## src/rtl/sha_sched_pkg.sv

```systemverilog
// Shared types for the SHA-256 nonce scheduler: FSM states, default widths and
// the per-core result record.
package sha_sched_pkg;

   localparam int NONCE_W_DEF = 16;
   localparam int ADDR_W_DEF  = 16;

   typedef enum logic [1:0] {
      IDLE,
      RUN,
      DRAIN,
      DONE
   } state_t;

   typedef struct packed {
      logic [31:0] tag;
      logic [31:0] data;
   } result_rec_t;

endpackage

```

## src/rtl/rr_arbiter.sv

```systemverilog
// Round-robin arbiter: one-hot grant to the first requester at or after ptr.
module rr_arbiter #(
   parameter int N  = 4,
   parameter int PW = 2
) (
   input  logic [N-1:0]  req,
   input  logic [PW-1:0] ptr,
   output logic [N-1:0]  grant
);

   logic [N-1:0] rot;
   logic [N-1:0] rot_gnt;

   // Rotate so ptr lands at bit 0, take the lowest set bit, rotate back.
   assign rot     = N'({req, req} >> ptr);
   assign rot_gnt = rot & (~rot + N'(1));
   assign grant   = N'({rot_gnt, rot_gnt} >> (N - int'(ptr)));

endmodule

```

## src/rtl/sha_nonce_scheduler.sv

```systemverilog
// Issues nonces round-robin to a pool of hash cores and serialises their
// results onto the single result-memory write port at output_addr+nonce.
module sha_nonce_scheduler
   import sha_sched_pkg::*;
#(
   parameter int NUM_CORES = 4,
   parameter int NONCE_W   = NONCE_W_DEF,
   parameter int ADDR_W    = ADDR_W_DEF
) (
   input  logic                   clk,
   input  logic                   reset,
   input  logic                   start,
   input  logic [ADDR_W-1:0]      output_addr,
   input  logic [NONCE_W-1:0]     num_nonces,
   output logic                   done,
   output logic [NUM_CORES-1:0]   core_start,
   output logic [31:0]            core_nonce,
   input  logic [NUM_CORES-1:0]   core_done,
   input  logic [32*NUM_CORES-1:0] core_result,
   output logic                   mem_clk,
   output logic                   mem_we,
   output logic [ADDR_W-1:0]      mem_addr,
   output logic [31:0]            mem_write_data
);

   localparam int PW = (NUM_CORES > 1) ? $clog2(NUM_CORES) : 1;

   state_t               state, state_n;
   logic [ADDR_W-1:0]    base;
   logic [NONCE_W-1:0]   count, next_nonce, written;
   logic [NUM_CORES-1:0] inflight, pending;
   logic [NUM_CORES-1:0] iss_req, iss_grant, wr_grant, collect;
   logic [PW-1:0]        iss_ptr, wr_ptr, iss_ptr_n, wr_ptr_n;
   result_rec_t          recs [NUM_CORES];
   result_rec_t          wr_rec;
   logic                 accept, issue, wr_en;
   logic                 unused_tag;

   assign mem_clk    = clk;
   assign done       = (state == DONE);
   assign accept     = start && ((state == IDLE) || (state == DONE));
   assign iss_req    = ~inflight & ~pending;
   assign issue      = (state == RUN) && (iss_req != '0);
   assign wr_en      = (pending != '0);
   assign collect    = core_done & inflight;
   assign unused_tag = ^wr_rec.tag;

   rr_arbiter #(.N(NUM_CORES), .PW(PW)) u_issue_arb (
      .req   (iss_req),
      .ptr   (iss_ptr),
      .grant (iss_grant)
   );

   rr_arbiter #(.N(NUM_CORES), .PW(PW)) u_write_arb (
      .req   (pending),
      .ptr   (wr_ptr),
      .grant (wr_grant)
   );

   always_ff @(posedge clk) begin
      if (reset) state <= IDLE;
      else       state <= state_n;
   end

   always_comb begin
      state_n = state;
      case (state)
         IDLE, DONE: if (accept) state_n = (num_nonces == '0) ? DONE : RUN;
         RUN:        if (issue && (next_nonce + NONCE_W'(1) == count)) state_n = DRAIN;
         DRAIN:      if (written == count) state_n = DONE;
         default:    state_n = IDLE;
      endcase
   end

   always_comb begin
      iss_ptr_n = iss_ptr;
      wr_ptr_n  = wr_ptr;
      wr_rec    = '0;
      for (int unsigned i = 0; i < NUM_CORES; i++) begin
         if (iss_grant[i]) iss_ptr_n = PW'((i + 1) % NUM_CORES);
         if (wr_grant[i]) begin
            wr_ptr_n = PW'((i + 1) % NUM_CORES);
            wr_rec   = recs[i];
         end
      end
   end

   always_ff @(posedge clk) begin
      if (reset) begin
         base           <= '0;
         count          <= '0;
         next_nonce     <= '0;
         written        <= '0;
         inflight       <= '0;
         pending        <= '0;
         iss_ptr        <= '0;
         wr_ptr         <= '0;
         core_start     <= '0;
         core_nonce     <= '0;
         mem_we         <= 1'b0;
         mem_addr       <= '0;
         mem_write_data <= '0;
         for (int unsigned i = 0; i < NUM_CORES; i++) recs[i] <= '0;
      end else begin
         core_start <= '0;
         mem_we     <= 1'b0;
         if (accept) begin
            base       <= output_addr;
            count      <= num_nonces;
            next_nonce <= '0;
            written    <= '0;
         end
         if (issue) begin
            core_start <= iss_grant;
            core_nonce <= 32'(next_nonce);
            next_nonce <= next_nonce + NONCE_W'(1);
            iss_ptr    <= iss_ptr_n;
         end
         // A core can only be issued when idle and only collected when in flight,
         // so set/clear terms never target the same core in one cycle.
         inflight <= (inflight & ~collect) | (issue ? iss_grant : '0);
         pending  <= (pending | collect) & ~(wr_en ? wr_grant : '0);
         for (int unsigned i = 0; i < NUM_CORES; i++) begin
            if (issue && iss_grant[i]) recs[i].tag <= 32'(next_nonce);
            if (collect[i]) recs[i].data <= core_result[32*i +: 32];
         end
         if (wr_en) begin
            mem_we         <= 1'b1;
            mem_addr       <= base + ADDR_W'(wr_rec.tag);
            mem_write_data <= wr_rec.data;
            written        <= written + NONCE_W'(1);
            wr_ptr         <= wr_ptr_n;
         end
      end
   end

   a_done_needs_inflight: assert property (
      @(posedge clk) disable iff (reset) (core_done & ~inflight) == '0
   );

endmodule
```

## config.mk

```make
export PLATFORM = sky130hd
export DESIGN_NAME = sha_nonce_scheduler
export DESIGN_NICKNAME = d
export VERILOG_FILES = /design/src/rtl/sha_sched_pkg.sv /design/src/rtl/rr_arbiter.sv /design/src/rtl/sha_nonce_scheduler.sv
export SDC_FILE = /design/constraint.sdc
export NUM_CORES = 1
export LEC_CHECK = 0
export CAP_MARGIN = 20
export CELL_PAD_IN_SITES_DETAIL_PLACEMENT = 2
export CELL_PAD_IN_SITES_GLOBAL_PLACEMENT = 2
export CORE_MARGIN = 2
export CORE_UTILIZATION = 34
export CTS_CLUSTER_SIZE = 40
export DETAILED_ROUTE_END_ITERATION = 12
export PLACE_DENSITY = 0.92
export SYNTH_ARGS = -nofsm -noshare
export SYNTH_HDL_FRONTEND = slang
export SYNTH_SLANG_ARGS = --single-unit
```

## constraint.sdc

```tcl
create_clock -name clk -period 5.6 [get_ports clk]
set_input_delay 1.12 -clock clk [delete_from_list [all_inputs] [get_ports clk]]
set_output_delay 1.12 -clock clk [all_outputs]
set_load 0.05 [all_outputs]
```

Yosys cells after proc, flatten, opt, wreduce, memory -nomap -nowiden
Memory sizes are Yosys's and may differ from the RTL's. Cells that the tools add are included.

$add $sub $neg: 7. Eq/ne operators: 8. Shift operators: 4. Multiplexer cells: 57. Bitwise gates (word level): 22. Reductions and logical operators: 20.

Operators with widths (count): 48-bit two-way mux (4); 32-bit two-way mux (4); 16-bit two-way mux (7); 8-bit by 32-bit right shift with 4-bit output (2); 16-bit by 1-bit adder with 16-bit output (second input constant) (2); 16-bit == test (2); 1-bit two-way mux (27); 4-bit bitwise AND (6); 2-bit two-way mux (12); 4-bit NOT (6); 16-bit adder (1); 16-bit zero test (1); 4-bit nonzero test (4); 8-bit by 2-bit right shift with 4-bit output (2); 4-bit by 1-bit adder with 4-bit output (second input constant) (2); 4-bit two-way mux (2); 1-bit OR (8); 4-bit OR (2); 3-bit by 2-bit subtractor with 4-bit output (first input constant) (2); 1-bit logical AND (7); 2-bit case mux with 3 select lines (1); 2-bit == test (second input constant) (2); 2-bit != test (second input constant) (2); 2-bit AND reduction (2); other kinds (7) (8).

Bits in registers: 147. Bits in writable memories: 192. Output and inout port bits: 87. Word-level logic and storage cells: 133. Memories: 1.

Memories: recs (words 4, bits a word 48, rd ports 4, clocked after Yosys merged registers in 0, wr ports 4, RTL line sha_nonce_scheduler.sv:34) `result_rec_t recs [NUM_CORES];`.

Logic depth before layout (Yosys ltp)
Depth in word-level cells: 12. Gate-level depth with buffers: 26. Depth with buffers taken out: 22.

Hierarchy
Synthesis repeated with hierarchy kept, for this count alone.

Cells, all modules: 1573. Area total of the unflattened synthesis: 15945.3 sq um.

Modules (own cells, without submodules): sha_nonce_scheduler (times used 1, cells an instance 1503, area each 15469.8 sq um); rr_arbiter (times used 2, cells an instance 35, area each 237.7 sq um).

==> run metrics <==
Worst-path clk slew roughly 0.060 ns; worst-margin pin slew roughly 0.96 ns; GRT Total Usage between 20% and 30%; worst reg2reg path depth 21; Period Utilization, post-route ~95%; Finished Core Util between 40% and 50%; cells after synthesis approximately 1500; register area share after synthesis between 50 and 60%; DP Worst Slack -0.02340 ns; Startpoint Class flip-flop; num ports ~250; status finished, final reports clean; global-route wire length before repair between 90000 and 100000 um; Worst-Skew Late Latency roughly 0.7 ns; async set-reset flop share out of synthesis 0%; Vias ~13000; DRT Wirelength 64080 um; post-synthesis area per instance about 10 um2; Max Clock Skew ~0.029 ns; die area 0.04730 mm2; DRC 0; Pleak 7.179 nW; Area growth syn-to-layout 27.43%; P per Cell Area ~440 mW/mm2; worst-path maximum fanout 17; max frequency 0.1871 GHz; top_reg_cell synth edfxtp_1; max-slew violations 0; DP HPWL slightly above 40000 um; Max-Slew Margin vs Limit between 30 and 40%; number of global-route vias before repair roughly 15000; Final min period ~5.3 ns; total power draw between 8 and 9 mW; Avg WL per Cell around 28 um; HP Class reg2reg; First-pass DRT Iterations 8; Flop pwr share between 30% and 40%; hold_buf cts 0; max-cap violation count 0; largest net degree at the start of global routing slightly above 60; clock power share about a third; DIE WIDTH between 200 and 250 um; Setup violations, final 0; Row Count 78; Distinct cells, synth 80; Psw 3.201 mW; grt ovf 0; vias per std cell ~5.7; combinational share of power between 30% and 40%; layout cells sized above 1 under 10%; Pint between 5 and 6 mW; Final Worst Setup Slack 0.2543 ns; Core Box Area around 0.045 mm2; WP data arrival 5.93 ns; Post-synth EDFFs ~190; RSZ-0062 raised after global routing no; initial core utilization between 30% and 40%; Post-CTS Setup Repair Bufs 0; Starting DRT DRC Count about 1200; WP data required ~6.2 ns; Setup Crit Path Kind reg2reg; synthesized area 0.01549 mm2; switch share 37.07%; Yosys warnings 0; nets ~1900; IO buf count between 200 and 250; Hold Vio Cnt, Final 0; crit end category flip-flop; Final GP Congestion 0.8343; antenna violations before repair 5; die height between 200 and 250 um; TritonCTS clock tree built; DRT antenna net count 0; Seq cells post-synth about 340; Worst VDD drop 0.2289 mV; Hold Path Stages 2
flip-flops by register name (all words and copies together) (netlist names):
register        count
base               16
core_nonce         16
core_start          4
count              16
inflight            4
iss_ptr             2
mem_addr           16
mem_we              1
mem_write_data     32
next_nonce         16
pending             4
recs              192
state               2
wr_ptr              2
written            16
metal layers:
metal  part of all wire (%)  GRT usage (%)  vias up  routed length (um)
li1                       -              -     5720                   -
met1                     39          31.40     6862               25240
met2                     52          47.80      491               33480
met3                    4.5          4.142      144                2913
met4                    3.8          11.96        0                2447
met5                      0              0        -                   0
kinds of logic (layout without fill, tap and decap cells):
kind of cell | after synthesis | count (layout) | synth area share [%]
AOI/OAI and AO/OA | 356 | 356 | 14.75
xor gates and xnor gates | 52 | 52 | 3.028
adders and majority gates | 24 | 24 | 1.986
buffers and inverters | 143 | 358 | 4.385
DFF | 339 | 339 | 56.20
muxes | 9 | 9 | 0.6864
other | 1 | 22 | 0.02420
and+or+nand+nor | 564 | 564 | 18.94
final cells by class:
class                           instances  area, um2
Fill cell                            4579      25440
Sequential cell                       339       8711
Multi-Input combinational cell       1021       6227
Timing Repair Buffer                  265       2585
Clock buffer                           51       1111
Tap cell                              600      750.7
Clock inverter                         23      274.0
Inverter                               19      71.32
Antenna cell                            6      15.01
placed cells by master, fill, tap and decap left out, types with 6 or more instances in the layout:
cell type and n:
clkdlybuf4s50_1 236, nand2_1 196, edfxtp_1 192, and2_1 188
a21oi_1 153, dfxtp_1 145, nor2_1 61, o21ai_0 45
clkbuf_16 42, a22oi_1 35, a222oi_1 32, buf_4 28
xor2_1 26, xnor2_1 25, ha_1 22, inv_1 18
nor3_1 18, nand3_1 17, o22ai_1 16, conb_1 16
nor4_1 15, and3_1 10, a311oi_1 9, a31oi_1 8
a211oi_1 7, diode_2 6, nand2b_1 6, nand3b_1 6
o21ai_1 6, a21o_1 6, clkbuf_1 6, clkinv_2 6
worst paths after layout:
kind / start / endpoint / slack [ns]
setup reg to reg: wr_ptr[0]$_SDFFE_PP0P_ / mem_addr[15]$_SDFFE_PP0N_ / 0.25
hold / removal: mem_addr[0]$_SDFFE_PP0N_ / mem_addr[0]$_SDFFE_PP0N_ / 0.45
hold reg to reg: mem_addr[0]$_SDFFE_PP0N_ / mem_addr[0]$_SDFFE_PP0N_ / 0.45
setup / recovery: wr_ptr[0]$_SDFFE_PP0P_ / mem_addr[15]$_SDFFE_PP0N_ / 0.25
synth_stat cells (all sizes together) (7+ instances only):
| master | number | area share [%] |
|---|---|---|
| a21o | 7 | 0.34 |
| a22oi | 35 | 1.7 |
| nor2 | 62 | 1.5 |
| edfxtp | 192 | 37 |
| o21ai | 54 | 1.8 |
| clkbuf | 85 | 2.2 |
| xor2 | 26 | 1.5 |
| nor3 | 22 | 0.92 |
| and2 | 192 | 7.8 |
| xnor2 | 25 | 1.4 |
| a211oi | 7 | 0.34 |
| inv | 19 | 0.46 |
| a311oi | 9 | 0.51 |
| ha | 23 | 1.9 |
| a31oi | 8 | 0.32 |
| a222oi | 32 | 2.1 |
| a21oi | 154 | 5.0 |
| buf | 38 | 1.6 |
| nand3 | 18 | 0.61 |
| o22ai | 16 | 0.65 |
| nand2 | 197 | 4.8 |
| nor4 | 17 | 0.78 |
| and3 | 12 | 0.52 |
| dfxtp | 147 | 19 |
critical path: stages (launching register included):
cell,delay (ns)
dfxtp_2,0.50
inv_1,0.22
ha_4,0.39
inv_1,0.13
nor3b_1,0.24
a21oi_1,0.10
o221a_2,0.35
a21o_2,0.34
nand2_2,0.18
buf_4,0.23
a21oi_1,0.07
o21ai_0,0.23
ha_1,0.32
o21ai_0,0.23
nor2_1,0.10
o22a_1,0.26
a211o_1,0.32
a21o_1,0.19
a21oi_1,0.27
o21ai_0,0.16
xnor3_1,0.21
o31ai_1,0.19
metrics by stage:
step	hold WS (ns)	setup TNS, ns	cells	cell area (um2)
floorplan	0.4368	0	1503	15550
global placement	0.4435	0	2243	18310
detailed placement	0.4481	-0.02340	2243	18310
CTS	0.4575	0	2316	19690
global route	0.4749	0	2324	19750
finish	0.4519	0	2324	19750
what timing repair did:
action,4_1_cts,5_1_grt
endpoints found under the hold margin,0,0
setup endpoints to repair,2,3
gates resized for setup,3,3
power groups by stage:
| stage | registers, mW | clock network (mW) | logic [mW] |
|---|---|---|---|
| 6_report | 3.21 | 2.82 | 2.61 |
| 5_1_grt | 3.22 | 2.96 | 2.78 |
| 4_1_cts | 3.20 | 2.85 | 2.56 |
| 3_5_place_dp | 3.23 | 0.0412 | 2.47 |
| 3_3_place_gp | 3.19 | 0.0412 | 2.29 |
| 2_1_floorplan | 3.36 | 0.0385 | 1.37 |
Note: power is estimated with default switching activity, not from simulation.
